$ cat src/rtl/seqchk_pkg.sv
// rtl/seqchk_pkg.sv - shared types and constants for the sequence checker
package seqchk_pkg;

    typedef enum logic [1:0] {
        HUNT  = 2'd0,
        CHECK = 2'd1,
        ERROR = 2'd2
    } state_t;

    localparam int unsigned SEED0 = 0;
    localparam int unsigned SEED1 = 1;
    localparam int unsigned SEED2 = 1;

    localparam int ERR_CNT_W = 8;
    localparam int RUN_W     = 8;

endpackage

$ cat src/rtl/seqchk_pred.sv
// rtl/seqchk_pred.sv - three-term predictor for a(n) = a(n-2) + a(n-3)
module seqchk_pred
    import seqchk_pkg::*;
#(
    parameter int WIDTH = 32
) (
    input  logic             clk,
    input  logic             reset,
    input  logic             advance,
    input  logic             reseed,
    output logic [WIDTH-1:0] p0
);

    logic [WIDTH-1:0] p1;
    logic [WIDTH-1:0] p2;

    always_ff @(posedge clk) begin
        if (reset || reseed) begin
            p0 <= WIDTH'(SEED0);
            p1 <= WIDTH'(SEED1);
            p2 <= WIDTH'(SEED2);
        end else if (advance) begin
            p0 <= p1;
            p1 <= p2;
            p2 <= p0 + p1;
        end
    end

endmodule

$ cat src/rtl/seqchk.sv
// rtl/seqchk.sv - hunts, locks onto and checks the a(n)=a(n-2)+a(n-3) term stream
module seqchk
    import seqchk_pkg::*;
#(
    parameter int WIDTH    = 32,
    parameter int LOCK_LEN = 4,
    parameter int CNT_W    = 32
) (
    input  logic                 clk,
    input  logic                 reset,
    input  logic                 seq_valid_i,
    input  logic [WIDTH-1:0]     seq_i,
    input  logic                 resync_i,
    output logic                 locked_o,
    output logic                 match_o,
    output logic                 err_o,
    output logic [WIDTH-1:0]     expected_o,
    output logic [CNT_W-1:0]     term_cnt_o,
    output logic [ERR_CNT_W-1:0] err_cnt_o
);

    state_t           state;
    state_t           state_nxt;
    logic             advance;
    logic             reseed;
    logic             hit;
    logic             miss;
    logic [RUN_W-1:0] run_q;
    logic [RUN_W-1:0] run_inc;

    seqchk_pred #(.WIDTH(WIDTH)) u_pred (
        .clk     (clk),
        .reset   (reset),
        .advance (advance),
        .reseed  (reseed),
        .p0      (expected_o)
    );

    always_ff @(posedge clk) begin
        if (reset) state <= HUNT;
        else       state <= state_nxt;
    end

    // In HUNT the predictor is always seeded, so expected_o is 0 there.
    always_comb begin
        state_nxt = state;
        advance   = 1'b0;
        reseed    = 1'b0;
        hit       = 1'b0;
        miss      = 1'b0;
        if (resync_i) begin
            state_nxt = HUNT;
            reseed    = 1'b1;
        end else if (seq_valid_i) begin
            case (state)
                HUNT: begin
                    if (seq_i == '0) begin
                        hit       = 1'b1;
                        advance   = 1'b1;
                        state_nxt = CHECK;
                    end
                end
                CHECK: begin
                    if (seq_i == expected_o) begin
                        hit     = 1'b1;
                        advance = 1'b1;
                    end else begin
                        miss      = 1'b1;
                        state_nxt = ERROR;
                    end
                end
                ERROR: ;
                default: state_nxt = HUNT;
            endcase
        end
    end

    assign run_inc = (run_q == RUN_W'(LOCK_LEN)) ? run_q : run_q + 1'b1;

    // Run and term counters are zero whenever HUNT is entered, so the HUNT
    // hit needs no special case.
    always_ff @(posedge clk) begin
        if (reset) begin
            locked_o   <= 1'b0;
            match_o    <= 1'b0;
            err_o      <= 1'b0;
            term_cnt_o <= '0;
            err_cnt_o  <= '0;
            run_q      <= '0;
        end else begin
            match_o <= hit;
            if (resync_i) begin
                locked_o   <= 1'b0;
                run_q      <= '0;
                term_cnt_o <= '0;
            end else if (hit) begin
                term_cnt_o <= term_cnt_o + 1'b1;
                run_q      <= run_inc;
                if (run_inc == RUN_W'(LOCK_LEN)) locked_o <= 1'b1;
            end else if (miss) begin
                err_o    <= 1'b1;
                locked_o <= 1'b0;
                if (err_cnt_o != {ERR_CNT_W{1'b1}}) err_cnt_o <= err_cnt_o + 1'b1;
            end
        end
    end

endmodule
$ cat config.mk
export PLATFORM = sky130hd
export DESIGN_NAME = seqchk
export DESIGN_NICKNAME = d
export VERILOG_FILES = /design/src/rtl/seqchk_pkg.sv /design/src/rtl/seqchk_pred.sv /design/src/rtl/seqchk.sv
export SDC_FILE = /design/constraint.sdc
export NUM_CORES = 1
export LEC_CHECK = 0
export BUFFER_PORTS_ARGS = -buffer_cell sky130_fd_sc_hd__buf_4
export CAP_MARGIN = 30
export CORE_ASPECT_RATIO = 0.8
export CORE_MARGIN = 1
export CORE_UTILIZATION = 45
export DETAILED_ROUTE_END_ITERATION = 6
export MAX_ROUTING_LAYER = met4
export PLACE_DENSITY = 0.65
export SETUP_SLACK_MARGIN = 0.1
export SKIP_CTS_REPAIR_TIMING = 1
export SLEW_MARGIN = 5
export SYNTH_ARGS = -nofsm -noshare
export SYNTH_HDL_FRONTEND = slang
export SYNTH_SLANG_ARGS = --single-unit
$ cat constraint.sdc
create_clock -name clk -period 7.1 [get_ports clk]
set_input_delay 1.065 -clock clk [delete_from_list [all_inputs] [get_ports clk]]
set_output_delay 1.065 -clock clk [all_outputs]
set_load 0.01 [all_outputs]
---- After elaboration in Yosys (flattened, before gate mapping) ----
Index checks and enable logic that the tools add are counted.
word-level totals
  memories ................................ 0
  bits in latches ......................... 0
  register bits after elaboration ......... 149
  output and inout port bits .............. 75
  bits in read-only memories .............. 0
  input port bits ......................... 36
  bits in writable memories ............... 0
  logic and storage cells ................. 52
operators by class
  shift operators ......................... 0
  div/mod/pow operators ................... 0
  bitwise operators ....................... 3
  add/sub/neg operators ................... 4
  multiply operators ...................... 0
  reductions and logical operators ........ 9
  $lt $le $gt $ge ......................... 0
  mux-type cells .......................... 17
  eq/ne operators ......................... 9
operator list
  cell                                                             number
  32-bit by 1-bit adder with 32-bit output, second input constant  1
  32-bit adder                                                     1
  32-bit == test                                                   1
  32-bit logical NOT                                               1
  8-bit by 1-bit adder with 8-bit output, second input constant    2
  8-bit by 3-bit == test with 1-bit output, second input constant  2
  1-bit 2-to-1 mux                                                 12
  8-bit 2-to-1 mux                                                 1
  8-bit != test, second input constant                             1
  4-bit AND reduction                                              2
  2-bit one-hot mux with 3 select lines                            1
  2-bit 2-to-1 mux                                                 2
  2-bit != test, second input constant                             2
  1-bit inverter                                                   3
  3-bit AND reduction                                              1
  2-bit by 1-bit == test with 1-bit output, second input constant  1
  2-bit == test, second input constant                             1
  2-bit logical NOT                                                1
  2-bit by 1-bit != test with 1-bit output, second input constant  1
  1-bit one-hot mux with 2 select lines                            1
  2-bit AND reduction                                              1
  2-bit nonzero test                                               1
  2-bit OR reduction                                               1
  1-bit logical OR                                                 1

---- Depth between registers and ports, before layout ----
Gate-level depths: netlist of the first run.
  word-level depth ........................ 7
  mapped depth ............................ 10
  gate-level depth less buffers ........... 10

---- By module ----
From an unflattened synthesis of the first run, not the netlist that was laid out.
unflattened totals
  cells, all modules ...................... 939
  area total of the unflattened synthesis .. 8110.3 sq um
modules (own cells, without submodules)
  module       seq. area each (sq um)  instances  area an instance (sq um)  cells an instance
  seqchk_pred  1921.8                  1          5108.6                    574
  seqchk       1061.0                  1          3001.6                    365

---- Worst setup path before layout of the first run ----
Ideal clock, no wire load.
  path kind ............................... input to register
  start point ............................. input port seq_i[24]
  end point ............................... register term_cnt_o[30]
  cell stages on the path ................. 8
  data arrival time ....................... 2.776 ns
  path slack .............................. 4.255 ns
  data required time ...................... 7.031 ns
  setup time .............................. 0.069 ns
  path buffers ............................ 0
  cell sequence ........................... xor2_1 > nor4_1 > nand4_1 > nor2_2 > a22o_1 > nand3_2 > or4_1 > o21ai_1
between the ends
  longest elaborated chain between the ends .. 5
  elaborated cells between the ends (all ways) .. 7
  classes of those cells .................. 1 x eq/ne; 5 x mux; 1 x reduce/logical
RTL lines
  element                                               RTL line                    text
  from (decl)                                           seqchk.sv:12                input logic [WIDTH-1:0] seq_i,
  32-bit == test or 32-bit logical NOT (tied branches)  seqchk.sv:64, seqchk.sv:57
  1-bit 2-to-1 mux (on tied branches)                   seqchk.sv:64, seqchk.sv:57
  1-bit one-hot mux with 2 select lines *               seqchk.sv:55                case (state)
  1-bit 2-to-1 mux *                                    seqchk.sv:54                end else if (seq_valid_i) begin
  1-bit 2-to-1 mux *                                    seqchk.sv:51                if (resync_i) begin
  to (signal assigned)                                  seqchk.sv:97                term_cnt_o <= term_cnt_o + 1'b1;
  to (decl)                                             seqchk.sv:18                output logic [CNT_W-1:0] term_cnt_o,
Mark *: on every way between the ends. The rest lies on a longest branch, timed or not.
A chain may end at the register's enable or synchronous reset.

---- Worst setup path in the final report of the first run ----
  start point ............................. input port seq_i[27]
  end point ............................... register term_cnt_o[12]
Same word-level chain as after synthesis.

==> flow_summary.ini, run 1 <==
[worst_setup_path]
cp_max_fo = 66
required_ps = 7380
critPathKind = in -> reg
end_kind = register
path_cells = buf_4 -> nor4_1 -> nand4_1 -> nor3_1 -> a22o_4 -> buf_4 -> nand4_1 -> xor2_1 -> nor2_1
worstPathArrival_ps = 3860
max_stage_delay_ps = 640
critPathLaunch = seq_i[27]
r2r_start = u_pred.p0[24]$_SDFFE_PP0P_
start_kind = input port
cpMaxStageDelayCell = buf_4

[yosys]
yosysSeqAreaShare_pct = 37.4
yosys.area_share.simple_pct = 25.6
avgSynthCellArea_um2 = 7.92
synth_compound_area_share_pct = 17.6
synth-adder-area-share_pct = 5.74
synthesis.nets = 1079
synth_top_family_by_area = simple AND/OR/NAND/NOR gates
ys_warn_count = 0
synth-edff-count = 0
synth_flop_cell = dfxtp_1
ys_seq_elements = 149
synth_cells = 1007
yosys.area_share.xor_xnor_pct = 9.99
syn_area_um2 = 7980
synth_mux_area_share_pct = 0.376
synthDistinctLibCells = 66
async_reset_ff_share_pct = 0

[timing]
finalSetupViolations = 0
hold_viol_final = 0
tightest_slew_ps = 777
slew_violations = 0
finalClockSkew_ps = 11.6
relSlewSlack_pct = 48.2
min_period_ps = 3580
finalSetupTns_ps = 0
timing.fmax_ghz = 0.279
post-route-period-util_pct = 50.4
rsz0062_at_grt = no
layout_setup_ws_ps = 3520

[floorplan]
fp.dieH_um = 121
die_w_um = 151
core_area_um2 = 17300
io-pin-count = 111
num_rows = 43
die_area_um2 = 18300
start_util_pct = 46.1

[route]
vias_per_cell = 5.56
via_count = 7368
wirelength_um = 21100
ant_nets = 0
drtIter0Drc = 411
drt_pass1_iterations = 5
post_drt_wl_per_cell_um = 15.9
drc = 0

[layout]
drive_above_1_share_pct = 14.5
layout_common_cells = nand2_1 (206), dfxtp_1 (149), a21oi_1 (122)
finish.utilization_pct = 54.6
final_nets = 1159
multi_input_area_um2 = 4740
area_growth_pct = 18.6
fin_area_um2 = 9460
n_fill_cell = 1669
final_common_cell = nand2_1
seqCellArea_um2 = 2980
diodes = 0

[clock_network]
cts_root_buffer = clkbuf_16
htree_num_levels = 4
cts_tree = yes
worstSkewPairLatency_ps = 430
clk_path_buf_depth = 2
numCtsBuffers = 17
cts.sinks = 149
clkSlewWorstSetupHoldPaths_ps = 60

[min_path]
min_from = u_pred.p2[5]$_SDFFE_PP0P_
min_path_type = reg -> reg

[placement]
hpwl_um = 14900
io_buffers = 110
placed_area_um2 = 8910
dp_slack_ps = 3100
gp_congestion = 0.909

[job]
maxCapViolations = 0

[power_and_ir_drop]
peakVddDrop_mv = 0.143
p_leak_nw = 3.69
p_total_mw = 1.73
power_density_nw_per_um2 = 183

[grt]
grt_overflow = 0
antenna_found_initial = 0
grt_pass1_wl_um = 34100
grt_usage_pct = 24.6
grt_pass1_vias = 6654
grt_max_degree = 77

[status]
status = completed
[cell usage after synthesis, types with 10 or more instances]
cell	n	share of area, %
o21ai_0	17	1.1
nor3_1	21	1.3
clkbuf_1	39	1.8
a21o_1	12	1.1
nand3_1	24	1.5
nor4_1	26	2.0
xnor2_1	16	1.8
a211oi_1	10	0.94
ha_1	35	5.5
dfxtp_1	149	37
nor2_1	71	3.3
a21oi_1	122	7.7
and3_1	16	1.3
nand4_1	30	2.4
buf_2	14	0.88
xor2_1	75	8.2
nand2_1	206	9.7
[state kept, by name, indices dropped and copies added, names as in the netlist]
signal	flops
term_cnt_o	32
u_pred.p2	32
state	2
err_cnt_o	8
locked_o	1
u_pred.p0	32
match_o	1
u_pred.p1	32
run_q	8
err_o	1
[per-layer routing]
metal | global-route usage [%] | vias up | share of wire [%]
li1 | - | 3731 | -
met1 | 35.1 | 3465 | 50
met2 | 34.9 | 149 | 43
met3 | 4.70 | 23 | 4.7
met4 | 7.44 | 0 | 1.5
met5 | - | - | 0
[through the flow]
| step | cells | hold WS, ps |
|---|---|---|
| after floorplan | 1007 | 432 |
| after global placement | 1293 | 440 |
| after detailed placement | 1293 | 445 |
| after CTS | 1325 | 452 |
| after global routing | 1325 | 471 |
| final | 1325 | 453 |
[cells by family after synthesis]
kind of cell,Yosys count
buffers and inverters,64
muxes,3
adders and majority gates,36
DFF,149
and+or+nand+nor,439
AOI/OAI and AO/OA,225
xor gates and xnor gates,91
[final cells by class]
cell class | instances | area share, %
sequential | 149 | 31.5
tap | 225 | 2.98
multi-input combinational | 794 | 50.1
clock inverter | 13 | 1.04
inverter | 9 | 0.357
clock buffer | 19 | 4.79
timing repair buffer | 116 | 9.20
[power by group]
| part | internal (mW) | leakage, nW | switching (mW) |
|---|---|---|---|
| Combinational | 0.0198 | 2.22 | 0.0331 |
| Clock | 0.469 | 0.267 | 0.375 |
| Sequential | 0.836 | 1.20 | 0.00000000000477 |
| Total | 1.32 | 3.69 | 0.409 |
[final timing paths]
kind	endpoint	slack, ps	cells past startpoint
max reg2reg	term_cnt_o[12]$_SDFFE_PP0P_	3770	9
min reg2reg	u_pred.p2[5]$_SDFFE_PP0P_	450	2
min	u_pred.p2[5]$_SDFFE_PP0P_	450	2
max	term_cnt_o[12]$_SDFFE_PP0P_	3520	9
[worst max-delay path, delay by kind of cell]
family / cells / cell delay [ps]
AND/OR/NAND/NOR: 5 / 1300
AO/OA/AOI/OAI: 1 / 510
buffers and inverters: 2 / 760
XOR/XNOR: 1 / 170
(Power assumes the default switching activity.)
==> run 2, diff against run 1 <==
Clock period 7.1 ns to 3.5 ns, I/O delays scaled along.
==> flow_summary.ini, run 2 (same netlist as run 1, synthesis figures left out) <==
[status]
status = completed

[timing]
relSlewSlack_pct = 50.7
hold_viol_final = 0
tightest_slew_ps = 736
min_period_ps = 3020
slew_violations = 0
post-route-period-util_pct = 86.3
finalSetupViolations = 0
layout_setup_ws_ps = 481
finalClockSkew_ps = 6.30
rsz0062_at_grt = no
finalSetupTns_ps = 0
timing.fmax_ghz = 0.331

[grt]
grt_usage_pct = 24.8
grt_overflow = 0
grt_max_degree = 62
grt_pass1_wl_um = 34500
antenna_found_initial = 0
grt_pass1_vias = 6719

[power_and_ir_drop]
p_total_mw = 3.67
peakVddDrop_mv = 0.265
power_density_nw_per_um2 = 382
p_leak_nw = 3.77

[layout]
layout_common_cells = nand2_1 (206), dfxtp_1 (149), buf_4 (124)
layout.cells.non_filler = 1333
final_nets = 1168
final_common_cell = nand2_1
drive_above_1_share_pct = 14.9
diodes = 0
n_fill_cell = 1725
area_growth_pct = 20.2

[floorplan]
die_w_um = 151
core_area_um2 = 17300
io-pin-count = 111
die_area_um2 = 18300
num_rows = 43
start_util_pct = 46.1
fp.dieH_um = 121

[route]
via_count = 7399
drt_pass1_iterations = 4
ant_nets = 0
wirelength_um = 21200
drtIter0Drc = 421
post_drt_wl_per_cell_um = 15.9
vias_per_cell = 5.55
drc = 0

[worst_setup_path]
end_kind = register
required_ps = 3850
worstPathArrival_ps = 3370
critPathKind = reg -> reg
cp_max_fo = 12
rr_worst_depth = 8
start_kind = register

[clock_network]
worstSkewPairLatency_ps = 420
numCtsBuffers = 17
clkSlewWorstSetupHoldPaths_ps = 60
cts.sinks = 149
cts_root_buffer = clkbuf_16
cts_tree = yes
htree_num_levels = 4
clk_path_buf_depth = 2

[placement]
placed_cells = 1302
gp_congestion = 0.918
hpwl_um = 15500
dp_slack_ps = 415
io_buffers = 110

[min_path]
min_path_type = in -> reg
min_path_cells = 2

[job]
maxCapViolations = 0
==> run 2: cell count changes in the layout (fill, tap and decap cells not counted) <==
cell,previous run,this run
buf_4,116,124
inv_6,4,0
bufinv_16,0,3
clkbuf_1,0,2
clkinv_4,3,1
clkinvlp_4,3,1
buf_12,0,1
clkbuf_8,2,3
clkinv_2,3,4
==> run 2: worst max-delay path: stages (launching register included) <==
cell and delay, ps:
dfxtp_1 520, xor2_1 120, nor4_1 360, nand4_1 230, nor2_2 290, a22o_1 490, nand3_1 280, or4_1 490
a21oi_1 160
==> run 2: through the flow <==
stage               utilization (%)  instance area (um2)  hold WS (ps)
global placement               51.9                 8990           435
CTS                            55.4                 9590           377
detailed placement             51.9                 8990           444
finish                         55.4                 9590           384
floorplan                         -                 7980           432
global route                   55.4                 9590           397
==> run 2: final cells by class <==
type	instances	area, um2	area share, %
repair buffers	125	951	9.91
inverters	9	33.8	0.352
clock inverters	9	126	1.32
multi-input cells	794	4740	49.4
flip-flops and latches	149	2980	31.1
clock buffers	22	474	4.94
well taps	225	282	2.94
==> run 2: routing by layer <==
layer / track usage (%) / share of wire [%] / routed length (um)
met1: 34.3 / 49 / 10500
met2: 36.0 / 43 / 9230
met4: 7.38 / 1.5 / 322
met3: 5.30 / 5.7 / 1200
met5: - / 0 / 0
==> run 2: worst paths after layout <==
path                              start  slack (ps)                           to
max reg2reg  u_pred.p0[26]$_SDFFE_PP0P_         480  term_cnt_o[23]$_SDFFE_PP0P_
min                               reset         380           match_o$_SDFF_PP0_
max          u_pred.p0[26]$_SDFFE_PP0P_         480  term_cnt_o[23]$_SDFFE_PP0P_
min reg2reg          err_o$_SDFFE_PP0P_         450           err_o$_SDFFE_PP0P_
==> run 2: where the power goes <==
group	switching, mW	internal (mW)	leakage [nW]
Combinational	0.0662	0.0409	2.27
Sequential	0.00000000000956	1.70	1.20
Clock	0.695	1.17	0.296
Total	0.761	2.91	3.77
==> run 3, diff against run 2 <==
Settings changed: PLACE_DENSITY 0.65 to 0.68.
Clock period 3.5 ns to 2.7 ns, I/O delays scaled along.
==> flow_summary.ini, run 3 (same netlist as run 1, synthesis figures left out) <==
[floorplan]
start_util_pct = 46.1
die_w_um = 151
fp.dieH_um = 121
num_rows = 43
io-pin-count = 111
core_area_um2 = 17300
die_area_um2 = 18300

[placement]
io_buffers = 110
placed_area_um2 = 9380
hpwl_um = 16000
dp_slack_ps = -55.4
gp_congestion = 0.950

[layout]
final_common_cell = nand2_1
area_growth_pct = 27.9
multi_input_area_um2 = 4920
seqCellArea_um2 = 2990
finish.utilization_pct = 58.9
diodes = 0
layout_common_cells = nand2_1 (205), buf_4 (178), dfxtp_1 (144)
n_fill_cell = 1583
fin_area_um2 = 10200
final_nets = 1223
drive_above_1_share_pct = 21.1

[grt]
grt_pass1_wl_um = 35000
grt_usage_pct = 25.1
antenna_found_initial = 0
grt_overflow = 0
grt_pass1_vias = 6821
grt_max_degree = 53

[timing]
layout_setup_ws_ps = 140
rsz0062_at_grt = yes
finalClockSkew_ps = 8.22
slew_violations = 0
relSlewSlack_pct = 64.0
finalSetupViolations = 0
tightest_slew_ps = 540
timing.fmax_ghz = 0.391
post-route-period-util_pct = 94.8
holdWs_ps = 279
hold_viol_final = 0
min_period_ps = 2560

[min_path]
min_path_cells = 2
whs_endpoint = err_o$_SDFFE_PP0P_
min_path_type = in -> reg
min_from = reset

[clock_network]
htree_num_levels = 4
cts.sinks = 149
clk_path_buf_depth = 2
clkSlewWorstSetupHoldPaths_ps = 60
cts_tree = yes
worstSkewPairLatency_ps = 420
numCtsBuffers = 17
cts_root_buffer = clkbuf_16

[route]
drt_pass1_iterations = 5
ant_nets = 0
vias_per_cell = 5.48
via_count = 7609
post_drt_wl_per_cell_um = 15.9
wirelength_um = 22100
drc = 0
drtIter0Drc = 520

[worst_setup_path]
rrSetupSlack_ps = 140
max_stage_delay_ps = 420
start_kind = register
required_ps = 3020
critPathKind = reg -> reg
rr_worst_depth = 9
end_kind = register
r2r_start = u_pred.p1[1]$_SDFFE_PP0P_
worstPathArrival_ps = 2880
path_cells = ha_1 -> a211o_1 -> a21oi_4 -> a211oi_4 -> o2111ai_2 -> a21oi_1 -> o41ai_2 -> mux2i_1 -> a31o_1
cp_max_fo = 4
worstReg2RegEnd = u_pred.p2[29]$_SDFFE_PP0P_
cpMaxStageDelayCell = dfxtp_1

[job]
maxCapViolations = 0

[status]
status = completed

[power_and_ir_drop]
power_density_nw_per_um2 = 468
p_total_mw = 4.78
peakVddDrop_mv = 0.343
p_leak_nw = 4.06
run 3: changes by cell type in the layout (fill, tap and decap cells not counted), sizes merged:
cell,change
clkinvlp,+3
clkinv,-1
clkbuf,-2
buf,+55
inv,+1
run 3: area by class of cell:
| type | count | area share [%] |
|---|---|---|
| Timing Repair Buffer | 180 | 13.5 |
| Tap cell | 225 | 2.76 |
| Multi-Input combinational cell | 794 | 48.3 |
| Inverter | 9 | 0.331 |
| Clock inverter | 12 | 1.50 |
| Clock buffer | 20 | 4.38 |
| Sequential cell | 149 | 29.3 |
run 3: report_power, final:
part           internal (mW)  total (mW)   switching (mW)
clock                   1.48        2.43            0.956
combinational         0.0551       0.145           0.0901
sequential              2.20        2.20  0.0000000000118
run 3: critical path: cells and delay by family (launching register included):
kind | cells | cell delay [ps]
adders and majority gates | 1 | 280
muxes | 1 | 140
DFF | 1 | 420
AOI/OAI and AO/OA | 7 | 1600
run 3: worst max path at each step:
stage	depth (start not counted)	startpoint	end
4_1_cts	9	u_pred.p0[2]$_SDFFE_PP0P_	u_pred.p2[29]$_SDFFE_PP0P_
2_1_floorplan	9	u_pred.p0[14]$_SDFFE_PP0P_	u_pred.p2[31]$_SDFFE_PP0P_
5_1_grt	9	u_pred.p0[6]$_SDFFE_PP0P_	u_pred.p2[29]$_SDFFE_PP0P_
3_3_place_gp	9	u_pred.p0[2]$_SDFFE_PP0P_	u_pred.p2[29]$_SDFFE_PP0P_
6_report	9	u_pred.p1[1]$_SDFFE_PP0P_	u_pred.p2[29]$_SDFFE_PP0P_
3_5_place_dp	9	u_pred.p0[1]$_SDFFE_PP0P_	u_pred.p2[29]$_SDFFE_PP0P_
run 3: through the flow:
| step | std cells | setup TNS [ps] |
|---|---|---|
| 5_1_grt | 1389 | 0 |
| 3_5_place_dp | 1352 | -55.4 |
| 4_1_cts | 1384 | -98.6 |
| 3_3_place_gp | 1352 | -43.3 |
| 2_1_floorplan | 1007 | 0 |
| 6_report | 1389 | 0 |
run 3: routing by layer:
metal  track usage, %  share of wire (%)
met5                -                  0
met4             5.56               0.98
met3             5.98                4.1
met2             37.0                 45
met1             34.6                 50
